`config.mk`:
```
export PLATFORM = sky130hd
export DESIGN_NAME = pr_master_arbiter
export DESIGN_NICKNAME = d
export VERILOG_FILES = /design/src/rtl/pr_master_arbiter.sv
export SDC_FILE = /design/constraint.sdc
export NUM_CORES = 1
export LEC_CHECK = 0
export ABC_AREA = 1
export CAP_MARGIN = 40
export CORE_AREA = 2 2 225 227
export DETAILED_ROUTE_END_ITERATION = 10
export DIE_AREA = 0 0 227 229
export GPL_TIMING_DRIVEN = 0
export PLACE_DENSITY_LB_ADDON = 0.1
export SLEW_MARGIN = 5
export SYNTH_ARGS = -nofsm -noshare
export SYNTH_HDL_FRONTEND = slang
export SYNTH_SLANG_ARGS = --single-unit
```
`constraint.sdc`:
```
create_clock -name clk -period 5.6 [get_ports clk]
set_input_delay 0.56 -clock clk [delete_from_list [all_inputs] [get_ports clk]]
set_output_delay 0.56 -clock clk [all_outputs]
set_load 0.005 [all_outputs]
```
`src/rtl/pr_master_arbiter.sv`:
```
// pr_master_arbiter: round-robin AR arbiter for prefetcher slices
// plus ID-learned R beat steering with drain/drop counting.
module pr_master_arbiter #(
  parameter int NUM_SLICES      = 4,
  parameter int ADDR_BITS       = 64,
  parameter int BURST_LEN_WIDTH = 8,
  parameter int TID_WIDTH       = 8,
  parameter int DATA_WIDTH      = 64
) (
  input  logic                                  clk,
  input  logic                                  reset,
  input  logic [NUM_SLICES-1:0]                 s_ar_valid,
  output logic [NUM_SLICES-1:0]                 s_ar_ready,
  input  logic [NUM_SLICES*ADDR_BITS-1:0]       s_ar_addr,
  input  logic [NUM_SLICES*BURST_LEN_WIDTH-1:0] s_ar_len,
  input  logic [NUM_SLICES*TID_WIDTH-1:0]       s_ar_id,
  input  logic [NUM_SLICES-1:0]                 slice_flush,
  output logic [NUM_SLICES-1:0]                 s_r_valid,
  input  logic [NUM_SLICES-1:0]                 s_r_ready,
  output logic [TID_WIDTH-1:0]                  s_r_id,
  output logic [DATA_WIDTH-1:0]                 s_r_data,
  output logic                                  m_ar_valid,
  input  logic                                  m_ar_ready,
  output logic [ADDR_BITS-1:0]                  m_ar_addr,
  output logic [BURST_LEN_WIDTH-1:0]            m_ar_len,
  output logic [TID_WIDTH-1:0]                  m_ar_id,
  input  logic                                  m_r_valid,
  output logic                                  m_r_ready,
  input  logic [TID_WIDTH-1:0]                  m_r_id,
  input  logic [DATA_WIDTH-1:0]                 m_r_data,
  output logic [15:0]                           drop_cnt
);

  localparam int PW = $clog2(NUM_SLICES);

  logic                       ar_valid_q, ar_valid_d;
  logic [ADDR_BITS-1:0]       ar_addr_q, ar_addr_d;
  logic [BURST_LEN_WIDTH-1:0] ar_len_q, ar_len_d;
  logic [TID_WIDTH-1:0]       ar_id_q, ar_id_d;
  logic [PW-1:0]              rr_q, rr_d;
  logic [NUM_SLICES-1:0]      ent_v_q, ent_v_d;
  logic [TID_WIDTH-1:0]       ent_id_q [NUM_SLICES];
  logic [TID_WIDTH-1:0]       ent_id_d [NUM_SLICES];
  logic [15:0]                drop_q, drop_d;

  logic          can_load;
  logic          gnt_found;
  logic [PW-1:0] gnt_idx;
  logic [PW:0]   cand;
  logic          load;
  logic          own_found;
  logic [PW-1:0] own_idx;
  logic          drain;

  assign can_load = ~ar_valid_q | m_ar_ready;
  assign load     = can_load & gnt_found;

  // Pick the first requester at or after the RR pointer, wrapping.
  always_comb begin
    gnt_found = 1'b0;
    gnt_idx   = '0;
    cand      = '0;
    for (int k = 0; k < NUM_SLICES; k++) begin
      cand = (PW+1)'(rr_q) + (PW+1)'(k);
      if (cand >= (PW+1)'(NUM_SLICES))
        cand = cand - (PW+1)'(NUM_SLICES);
      if (!gnt_found && s_ar_valid[cand[PW-1:0]]) begin
        gnt_found = 1'b1;
        gnt_idx   = cand[PW-1:0];
      end
    end
  end

  // Only the granted slice sees ready, and only when the AR register can load.
  always_comb begin
    s_ar_ready = '0;
    if (load)
      s_ar_ready[gnt_idx] = 1'b1;
  end

  // AR register, pointer and ID-table next state; a grant beats a flush.
  always_comb begin
    ar_valid_d = ar_valid_q;
    ar_addr_d  = ar_addr_q;
    ar_len_d   = ar_len_q;
    ar_id_d    = ar_id_q;
    rr_d       = rr_q;
    ent_v_d    = ent_v_q;
    ent_id_d   = ent_id_q;
    if (m_ar_ready)
      ar_valid_d = 1'b0;
    if (load) begin
      ar_valid_d = 1'b1;
      ar_addr_d  = s_ar_addr[gnt_idx*ADDR_BITS +: ADDR_BITS];
      ar_len_d   = s_ar_len[gnt_idx*BURST_LEN_WIDTH +: BURST_LEN_WIDTH];
      ar_id_d    = s_ar_id[gnt_idx*TID_WIDTH +: TID_WIDTH];
      rr_d       = (gnt_idx == PW'(NUM_SLICES-1)) ? '0 : gnt_idx + 1'b1;
    end
    for (int i = 0; i < NUM_SLICES; i++) begin
      if (load && gnt_idx == PW'(i)) begin
        ent_v_d[i]  = 1'b1;
        ent_id_d[i] = s_ar_id[i*TID_WIDTH +: TID_WIDTH];
      end else if (slice_flush[i]) begin
        ent_v_d[i] = 1'b0;
      end
    end
  end

  // Lowest-index slice whose learned ID matches the beat owns it.
  always_comb begin
    own_found = 1'b0;
    own_idx   = '0;
    for (int i = 0; i < NUM_SLICES; i++) begin
      if (!own_found && ent_v_q[i] && ent_id_q[i] == m_r_id) begin
        own_found = 1'b1;
        own_idx   = PW'(i);
      end
    end
  end

  // Steer the beat to its owner, or drain it and count the drop.
  always_comb begin
    s_r_valid = '0;
    m_r_ready = 1'b1;
    if (own_found) begin
      s_r_valid[own_idx] = m_r_valid;
      m_r_ready          = s_r_ready[own_idx];
    end
    drain  = m_r_valid & ~own_found;
    drop_d = drop_q;
    if (drain && drop_q != 16'hFFFF)
      drop_d = drop_q + 16'd1;
  end

  // State registers.
  always_ff @(posedge clk or posedge reset) begin
    if (reset) begin
      ar_valid_q <= 1'b0;
      ar_addr_q  <= '0;
      ar_len_q   <= '0;
      ar_id_q    <= '0;
      rr_q       <= '0;
      ent_v_q    <= '0;
      drop_q     <= '0;
      for (int i = 0; i < NUM_SLICES; i++)
        ent_id_q[i] <= '0;
    end else begin
      ar_valid_q <= ar_valid_d;
      ar_addr_q  <= ar_addr_d;
      ar_len_q   <= ar_len_d;
      ar_id_q    <= ar_id_d;
      rr_q       <= rr_d;
      ent_v_q    <= ent_v_d;
      drop_q     <= drop_d;
      for (int i = 0; i < NUM_SLICES; i++)
        ent_id_q[i] <= ent_id_d[i];
    end
  end

  assign m_ar_valid = ar_valid_q;
  assign m_ar_addr  = ar_addr_q;
  assign m_ar_len   = ar_len_q;
  assign m_ar_id    = ar_id_q;
  assign s_r_id     = m_r_id;
  assign s_r_data   = m_r_data;
  assign drop_cnt   = drop_q;

endmodule

```
After elaboration in Yosys (flattened, before gate mapping)
Index checks and enable logic that the tools add are counted.
{ "word_totals": {"ff_bits": 135, "latch_bits": 0, "mem_bits_rw": 0, "romBits": 0, "input_bits": 408, "output_inout_bits": 178, "word_cells": 128, "memories": 0} }
{ "op_classes": {"addsub": 9, "mul": 0, "div": 0, "order_cmp": 12, "eq_ne": 8, "shifts": 3, "muxes": 47, "n_bitwise": 6, "n_reduce_logical": 29} }
{ "ops": {"columns": ["op", "n"], "rows": [
  ["256-bit by 9-bit indexed part select with 64-bit output", 1],
  ["32-bit by 6-bit indexed part select with 8-bit output", 2],
  ["8-bit == test", 4],
  ["1-bit 2-to-1 mux", 27],
  ["2-bit 2-to-1 mux", 11],
  ["2-bit by 3-bit less-than comparator with 1-bit output, second input constant", 6],
  ["1-bit logical AND", 17],
  ["16-bit by 1-bit adder with 16-bit output, second input constant", 1],
  ["16-bit inequality test, second input constant", 1],
  ["1-bit binary-select mux with 2-bit select", 5],
  ["2-bit nonzero test", 5],
  ["3-bit greater-or-equal comparator, second input constant", 3],
  ["4-bit 2-to-1 mux", 2],
  ["2-bit by 1-bit subtractor with 2-bit output, second input constant", 4],
  ["2-bit by 2-bit adder with 3-bit output, second input constant", 2],
  ["1-bit logical NOT", 6],
  ["4-bit bitwise AND", 1],
  ["1-bit demux with 2-bit select", 2],
  ["2-bit == test, second input constant", 2],
  ["2-bit by 1-bit greater-or-equal comparator with 1-bit output, second input constant", 2],
  ["2-bit by 1-bit adder with 3-bit output, second input constant", 1],
  ["2-bit by 3-bit greater-or-equal comparator with 1-bit output, second input constant", 1],
  ["2-bit by 1-bit adder with 2-bit output, second input constant", 1],
  ["1-bit bitwise AND", 2],
  ["4 further kinds", 5]
]} }

Logic depth before layout (Yosys ltp)
Gate-level depths: netlist of run 1.
{ "depth": {"ltp_word": 21, "depth_mapped": 17, "ltp_nobuf": 16} }

Worst setup path before layout of run 1
OpenSTA, ideal clock, no wires.
{ "synth_timing": {"kind": "input -> output", "startpoint": "input port s_ar_valid[1]", "endpoint": "output port s_ar_ready[3]", "t_arrival_ns": 2.311, "required_ns": 5.040, "setup_slack_ns": 2.729, "path_stages": 12, "path_buffers": 2, "path_cell_list": "inv_1 nand2_1 nand3_1 nand2_1 nor2_2 nand3_2 a21oi_2 buf_2 ha_1 inv_1 nor2_1 clkbuf_1"} }
{ "synth_between": {"elab_chain_len": 17, "word_cells_on_any_way": 29, "classes_between": "order compare: 2; mux: 19; bitwise: 1; reduce/logical: 7"} }
{ "synth_rtl": {"columns": ["element", "line_no", "source"], "rows": [
  ["from (decl)", "12", "input logic [NUM_SLICES-1:0] s_ar_valid,"],
  ["1-bit binary-select mux with 2-bit select", "67", "if (!gnt_found && s_ar_valid[cand[PW-1:0]]) begin"],
  ["1-bit 2-to-1 mux (implied by the code)", "67", null],
  ["1-bit 2-to-1 mux", "67", null],
  ["1-bit logical NOT", "67", null],
  ["1-bit logical AND", "67", null],
  ["1-bit 2-to-1 mux", "67", null],
  ["1-bit logical NOT", "67", null],
  ["1-bit logical AND", "67", null],
  ["1-bit 2-to-1 mux", "67", null],
  ["1-bit logical NOT", "67", null],
  ["1-bit logical AND", "67", null],
  ["2-bit 2-to-1 mux", "67", null],
  ["2-bit by 3-bit less-than comparator with 1-bit output (implied by the code) / 2-bit by 1-bit greater-or-equal comparator with 1-bit output (equally long branches)", "78", "s_ar_ready[gnt_idx] = 1'b1;"],
  ["1-bit logical AND (implied by the code)", "78", null],
  ["1-bit 2-to-1 mux (implied by the code)", "78", null],
  ["1-bit demux with 2-bit select", "78", null],
  ["4-bit 2-to-1 mux *", "77", "if (load)"],
  ["to (decl)", "13", "output logic [NUM_SLICES-1:0] s_ar_ready,"]
]} }
Every way passes the cells marked *; elsewhere a longest branch is shown, timed or not. The select of a mux whose other input is x is not followed.

Worst setup path in the final report of run 1
{ "layout_timing": {"startpoint": "input port s_ar_valid[0]", "endpoint": "output port s_ar_ready[3]"} }
Same word-level chain as after synthesis.

==> results.env, run 1 <==
RUN_STATUS='finished clean'
GRT_PASS1_WL_UM=73300
REG2REG_SETUP_SLACK_NS=1.99
MIN_PATH_TYPE='in -> async'
SWITCHING_SHARE=0.530
TIMING.RR.END='ent_id_q[7]'
CORE.ROWCOUNT=82
DIE-AREA_UM2=52000
MIN_PERIOD_OVER_PERIOD=0.896
PLACED_CELLS_INCL_TAPS=2857
POST-ROUTE-DRC-COUNT=0
TRITONCTS_CLOCK_TREE='yes'
SYN_TO_FINAL_GROWTH_PCT=66.4
SYNTH_SEQUENTIAL_AREA_RATIO=0.335
WORSTPATHARRIVAL_NS=4.46
ROUTE.DETAILED.WL_PER_INST_UM=17.4
FINAL_NETS=2617
CLOCK.FMAX_MHz=199
SYNTH.NET_COUNT=2076
CLK_ROOT_BUFFER_CELL='sky130_fd_sc_hd__clkbuf_16'
FLOORPLAN.IO_PINS=586
POST-CTS-SETUP-BUFFERS=0
CRIT_START_CATEGORY='input pin'
FF2FF_PATH_DEPTH=13
CTS_HOLD_BUF=0
WORSTSKEWPAIRLATENCY_NS=0.49
COUNT_OF_SYNTHESIS_STAGE_WARNINGS_FROM_YOSYS=0
FINAL_ANTENNA_NET_COUNT=0
POWER.CLOCK.FRACTION=0.117
YOSYSUNIQUECELLTYPES=32
TRITONCTS.NUM_BUFFERS=17
FINAL-HOLD-VIOLATION-COUNT=0
POST_ROUTE_SKEW_NS=0.00503
CRIT_END_ELEMENT='primary output'
COMBPWRFRAC=0.715
NUMBER_OF_GLOBAL_ROUTE_VIAS_BEFORE_REPAIR=12183
POST_ROUTE_CELLS_DRIVE_ABOVE_1_SHARE=0.0821
TOTAL_POWER_CONSUMPTION_mW=10.2
WORST-SLEW-PIN-TRANSITION_NS=0.779
SYN-MEAN-INSTANCE-AREA_UM2=6.06
TOTAL_LEAKAGE_POWER_nW=8.48
DP_WORST_SLACK_NS=0.573
CRITPATHKIND='in -> out'
POSTROUTEWIRELENGTH_UM=50200
P_SEQ_FRAC=0.168
REGTOREGSTARTPOINT='rr_q[0]'
INITIAL_DETAILED_ROUTING_VIOLATION_COUNT=555
VDD.IR_DROP.WORST_uV=297
SETUP_VIOLATIONS=0
STDCELL_COUNT=2891
POWER_DENSITY_nW_PER_UM2=609
POSTPLACECELLAREA_UM2=16200
DRV_CAP=0
MAXSLEWVIOLCOUNT=0
GR-USAGE-ALL-LAYERS=0.191
DP_HPWL_UM=39700
NUM-FILL-CELLS=5530
SYNTH_CELLS=1663
ANTENNA_FOUND_INITIAL=5
CELLINTERNALPOWER_mW=4.79
GRT_MAX_DEGREE=76
CLKSINKCOUNT=135
GRT_SETUP_UNREPAIRED='false'
DIE_H_UM=229
DR.PASS1.ITERS=7
PLACE_CONGESTION=0.860
SLEW-LIMIT-HEADROOM=0.480
HTREE_LEVELS=4
VIAS=12204
POWER.SWITCHING_mW=5.41
NUMPORTBUFFERS=521
SYN_AREA_UM2=10100
CLKTRANSATPATHREGS_NS=0.07
CLK_PATH_BUF_DEPTH=2
START_UTIL=0.203
NUMBER_OF_SYNTHESIZED_REGISTER_BITS=135
GRT_OVERFLOW=0
CORE-AREA_UM2=49700
WORST-ENDPOINT-REQUIRED_NS=5.04
CTS_RESIZED=0
CHIPWIDTH_UM=227
VIASPERCELL=4.22
FINISH.INSTANCE_AREA_UM2=16800
FIN_WS_NS=0.584
CRIT_PATH_MAX_FANOUT=11
PERIOD_NEEDED_NS=5.02
==> cells in the mapped netlist, drive strengths merged <==
| cell | instances | area share |
|---|---|---|
| nand2 | 990 | 0.37 |
| nand3 | 184 | 0.092 |
| buf | 143 | 0.092 |
| dfrtp | 135 | 0.34 |
| inv | 54 | 0.020 |
| nor2 | 33 | 0.013 |
| o21ai | 28 | 0.014 |
| clkbuf | 23 | 0.0086 |
| nand4 | 23 | 0.014 |
| xnor2 | 15 | 0.013 |
| xor2 | 9 | 0.0078 |
| ha | 5 | 0.0062 |
| nor3 | 5 | 0.0025 |
| a21oi | 3 | 0.0019 |
| nand3b | 3 | 0.0022 |
| nor4 | 3 | 0.0019 |
| o22ai | 3 | 0.0019 |
| a31oi | 1 | 0.00062 |
| clkinv | 1 | 0.00037 |
| nor3b | 1 | 0.00075 |
| o2111ai | 1 | 0.00087 |
==> routing by layer <==
metal,up-vias,global-route usage,wire [um]
li1,6176,-,-
met1,5597,0.224,20800
met2,384,0.326,24500
met3,43,0.0676,3890
met4,4,0.0562,938
met5,-,0,26
==> cells by family after synthesis <==
kind of cell / synth area share
xor+xnor: 0.0209
simple gates: 0.498
flops: 0.335
buf+inv: 0.121
compound gates: 0.0195
fa+ha+maj: 0.00621
==> flip-flops by register name, indices dropped and copies added, names as in the netlist <==
| signal | flops |
|---|---|
| m_ar_valid | 1 |
| drop_cnt | 16 |
| ent_id_q | 32 |
| m_ar_addr | 64 |
| rr_q | 2 |
| m_ar_id | 8 |
| m_ar_len | 8 |
| ent_v_q | 4 |
==> area by class of cell <==
type                    count  area [um^2]  area share
repair buffers            522         5240       0.313
clock buffers              21          470      0.0281
multi-input cells        1307         5480       0.327
well taps                 672          841      0.0502
diodes                      2         5.00    0.000299
plain buffers             166         1010      0.0602
flip-flops and latches    135         3380       0.202
clock inverters            11          121     0.00724
inverters                  55          214      0.0128
==> critical path: stages <==
cell                              delay, ns
sky130_fd_sc_hd__clkdlybuf4s50_1       0.44
sky130_fd_sc_hd__inv_1                 0.08
sky130_fd_sc_hd__nand2_1               0.07
sky130_fd_sc_hd__nand3_1               0.09
sky130_fd_sc_hd__nand2_1               0.12
sky130_fd_sc_hd__nor2_2                0.19
sky130_fd_sc_hd__nand3_2               0.17
sky130_fd_sc_hd__a21oi_2               0.65
sky130_fd_sc_hd__buf_2                 0.37
sky130_fd_sc_hd__ha_1                  0.19
sky130_fd_sc_hd__inv_1                 0.06
sky130_fd_sc_hd__nor2_1                0.39
sky130_fd_sc_hd__clkbuf_1              0.45
sky130_fd_sc_hd__clkdlybuf4s50_1       0.61
==> power by group through the flow <==
stage          Combinational, mW  Clock (mW)  Sequential (mW)
2_1_floorplan               4.49           0             1.71
3_3_place_gp                7.43           0             1.72
3_5_place_dp                7.46           0             1.72
4_1_cts                     7.49        1.24             1.72
5_1_grt                     8.30        1.27             1.77
6_report                    7.29        1.19             1.72
==> cell usage in the layout, fill, tap and decap left out, types with 4 or more instances in the layout <==
cell type and count:
sky130_fd_sc_hd__buf_1 7, sky130_fd_sc_hd__dfrtp_1 135, sky130_fd_sc_hd__nor2_1 31, sky130_fd_sc_hd__buf_2 51, sky130_fd_sc_hd__clkbuf_1 24, sky130_fd_sc_hd__o21ai_0 26, sky130_fd_sc_hd__xnor2_1 15, sky130_fd_sc_hd__ha_1 5
sky130_fd_sc_hd__buf_4 84, sky130_fd_sc_hd__clkinv_2 4, sky130_fd_sc_hd__clkbuf_16 17, sky130_fd_sc_hd__inv_1 50, sky130_fd_sc_hd__nand4_1 23, sky130_fd_sc_hd__nor3_1 5, sky130_fd_sc_hd__clkdlybuf4s50_1 521, sky130_fd_sc_hd__nand2_1 986
sky130_fd_sc_hd__nand3_1 182, sky130_fd_sc_hd__xor2_1 9
==> how the worst max path moves through the flow <==
stage | from | end | slack (ns) | depth (start not counted)
floorplan | reset | drop_cnt[0] | 1.43 | 1
global placement | reset | m_ar_id[1] | -1.44 | 2
detailed placement | s_ar_valid[0] | s_ar_ready[3] | 0.57 | 14
CTS | s_ar_valid[0] | s_ar_ready[3] | 0.56 | 14
global route | s_ar_valid[3] | s_ar_ready[3] | 0.28 | 14
finish | s_ar_valid[0] | s_ar_ready[3] | 0.58 | 14
==> stage by stage <==
step                       util  hold slack (ns)  TNS (ns)
after floorplan               -            0.459         0
after global placement    0.325            0.461   -191.01
after detailed placement  0.326            0.464         0
after CTS                 0.338            0.481         0
after global routing      0.338            0.494         0
final                     0.338            0.475         0
Power figures use the tool's default switching activity.
==> run 2: changes to the inputs <==
--- a/config.mk
+++ b/config.mk
@@ -12,6 +12,7 @@
 export DIE_AREA = 0 0 227 229
 export GPL_TIMING_DRIVEN = 0
 export PLACE_DENSITY_LB_ADDON = 0.1
+export REMOVE_ABC_BUFFERS = 1
 export SLEW_MARGIN = 5
 export SYNTH_ARGS = -nofsm -noshare
 export SYNTH_HDL_FRONTEND = slang
==> results.env, run 2 (synthesis gave the netlist of run 1 again) <==
POSTROUTEWIRELENGTH_UM=50800  # +1.2%
FINAL_ANTENNA_NET_COUNT=0  # unchanged
FF_LATCH_AREA_UM2=3380  # unchanged
SETUP_VIOLATIONS=0  # unchanged
VIASPERCELL=4.34  # +2.8%
CHIPWIDTH_UM=227  # unchanged
INITIAL_DETAILED_ROUTING_VIOLATION_COUNT=686  # +24%
GRT_SETUP_UNREPAIRED='false'
DIE-AREA_UM2=52000  # unchanged
VIAS=11612  # -4.9%
CLKTRANSATPATHREGS_NS=0.06  # about the same
CORE-AREA_UM2=49700  # unchanged
CLKSINKCOUNT=135  # unchanged
CLK_PATH_BUF_DEPTH=2  # unchanged
POWER_DENSITY_nW_PER_UM2=652  # +7.1%
TRITONCTS.NUM_BUFFERS=17  # unchanged
CP_SLOWEST_STAGE_DELAY_NS=0.62  # -0.03 ns
MAXSLEWVIOLCOUNT=0  # unchanged
ANTENNA_FOUND_INITIAL=5  # unchanged
VDD.IR_DROP.WORST_uV=579  # +95%
GRT_PASS1_WL_UM=74800  # +2.0%
POST-CTS-SETUP-BUFFERS=0  # unchanged
CLK_ROOT_BUFFER_CELL='sky130_fd_sc_hd__clkbuf_16'
TOTAL_LEAKAGE_POWER_nW=7.79  # -8.2%
SLEW-LIMIT-HEADROOM=0.494  # +0.0137
LAYOUT_COMMONEST_CELL='sky130_fd_sc_hd__nand2_1'
GRT_OVERFLOW=0  # unchanged
HTREE_LEVELS=4  # unchanged
CP_SLOWEST_CELL='sky130_fd_sc_hd__dfrtp_1'
CORE.ROWCOUNT=82  # unchanged
POSTPLACECELLAREA_UM2=14900  # -7.8%
WORST-ENDPOINT-REQUIRED_NS=5.04  # about the same
CRIT_FAMILY='buffers and inverters'
CRIT_START_CATEGORY='flip-flop'
COMBINED_AREA_OF_THE_MULTI_INPUT_LOGIC_CELLS_UM2=5530  # +0.87%
MIN_PERIOD_OVER_PERIOD=0.921  # +0.0253
FINISH.INSTANCE_AREA_UM2=15500  # -7.3%
CRIT_PATH_MAX_FANOUT=58  # +47
FINAL-HOLD-VIOLATION-COUNT=0  # unchanged
DIE_H_UM=229  # unchanged
CRIT_END_ELEMENT='primary output'
NUMBER_OF_GLOBAL_ROUTE_VIAS_BEFORE_REPAIR=11588  # -4.9%
TIMING.CRITICAL_PATH.CELLS='inv_2 -> nand2_1 -> nand3_1 -> nand2_1 -> inv_2 -> nand3_1 -> nand3_4 -> buf_16 -> nand2_8 -> inv_1 -> ha_1 -> nand2_1 -> inv_1 -> clkdlybuf4s50_1'
ROUTE.DETAILED.WL_PER_INST_UM=19.0  # +9.4%
GRT_MAX_DEGREE=108  # +42%
STDCELL_COUNT=2675  # -7.5%
MIN_PATH_TYPE='reg -> reg'
TOTAL_POWER_CONSUMPTION_mW=10.1  # -0.68%
START_UTIL=0.203  # unchanged
GR-USAGE-ALL-LAYERS=0.194  # +0.00293
POST_ROUTE_SKEW_NS=0.00925  # +0.00422 ns
NUM-FILL-CELLS=5565  # +0.63%
WORSTSKEWPAIRLATENCY_NS=0.44  # -0.05 ns
RUN_STATUS='finished clean'
DR.PASS1.ITERS=7  # unchanged
MOST_USED_CELLS_IN_THE_LAYOUT_EXCLUDING_FILL_AND_TAP_CELLS='985 x sky130_fd_sc_hd__nand2_1, 457 x sky130_fd_sc_hd__clkdlybuf4s50_1, 182 x sky130_fd_sc_hd__nand3_1, 135 x sky130_fd_sc_hd__dfrtp_1, 49 x sky130_fd_sc_hd__inv_1'
LARGEST_REG_FLOPS=64  # unchanged
FINAL_NETS=2401  # -8.3%
CRITPATHMOSTFREQUENTCELL='sky130_fd_sc_hd__nand2_1'
CTS_RESIZED=0  # unchanged
CLOCK.FMAX_MHz=194  # -2.8%
WORST-SLEW-PIN-TRANSITION_NS=0.758  # -0.0213 ns
DRV_CAP=0  # unchanged
SYN_TO_FINAL_GROWTH_PCT=54.3
DP_HPWL_UM=38200  # -3.7%
FLOORPLAN.IO_PINS=586  # unchanged
TRITONCTS_CLOCK_TREE='yes'
PERIOD_NEEDED_NS=5.16  # +0.142 ns
NUMPORTBUFFERS=457  # -12%
POST-ROUTE-DRC-COUNT=0  # unchanged
PLACED_CELLS_INCL_TAPS=2641  # -7.6%
CRITPATHKIND='reg -> out'
POST_ROUTE_CELLS_DRIVE_ABOVE_1_SHARE=0.0315  # -0.0506
CTS_HOLD_BUF=0  # unchanged
PLACE_CONGESTION=0.824  # -4.2%
WORSTPATHARRIVAL_NS=4.60  # +0.14 ns
WORST-PATH-BUF-INV=6  # unchanged
==> run 2: cell types whose count changed in the layout (fill, tap and decap cells not counted), sizes merged <==
| cell | delta |
|---|---|
| clkbuf | -24 |
| bufinv | +2 |
| buf | -129 |
| clkinv | +2 |
| clkdlybuf4s50 | -64 |
| clkinvlp | -1 |
| inv | -2 |
==> run 2: worst reg2reg max path: cells and delay by family, from the launching register on <==
kind	cells	cell delay, ns
simple gates	8	1.79
buf+inv	5	1.12
flops	1	0.62
fa+ha+maj	1	0.22
compound gates	1	0.09
==> run 2: worst paths after layout <==
check | from | end | slack (ns) | cells past startpoint
worst max-delay path | rr_q[0] | s_ar_ready[1] | 0.44 | 14
worst min-delay path | m_ar_addr[58] | m_ar_addr[58] | 0.48 | 2
worst max register to register | rr_q[0] | ent_id_q[18] | 1.63 | 15
worst min register to register | m_ar_addr[58] | m_ar_addr[58] | 0.48 | 2
max in group asynchronous | reset | m_ar_len[4] | 4.23 | 3
min in group asynchronous | reset | m_ar_id[2] | 0.59 | 2
==> run 2: cell type report <==
class / count / area share
Clock buffer: 20 / 0.0300
Multi-Input combinational cell: 1307 / 0.356
Inverter: 55 / 0.0139
Antenna cell: 2 / 0.000322
Tap cell: 672 / 0.0541
Timing Repair Buffer: 472 / 0.318
Sequential cell: 135 / 0.217
Clock inverter: 12 / 0.0112
==> run 2: where the power goes <==
group	internal, mW	switching (mW)
sequential	1.46	0.267
combinational	2.67	4.48
clock	0.780	0.477
==> run 2: per-layer routing <==
metal	global-route usage	part of all wire
met1	0.229	0.41
met2	0.299	0.44
met3	0.113	0.13
met4	0.0425	0.014
met5	0.0446	0.0071
==> run 2: through the flow <==
step           hold slack [ns]  TNS (ns)  setup slack [ns]  utilization
2_1_floorplan            0.459    -0.203           -0.0893            -
3_3_place_gp             0.461   -645.36             -5.24        0.292
3_5_place_dp             0.464         0             0.562        0.300
4_1_cts                  0.481         0             0.355        0.313
5_1_grt                  0.492         0            0.0573        0.313
6_report                 0.478         0             0.442        0.313
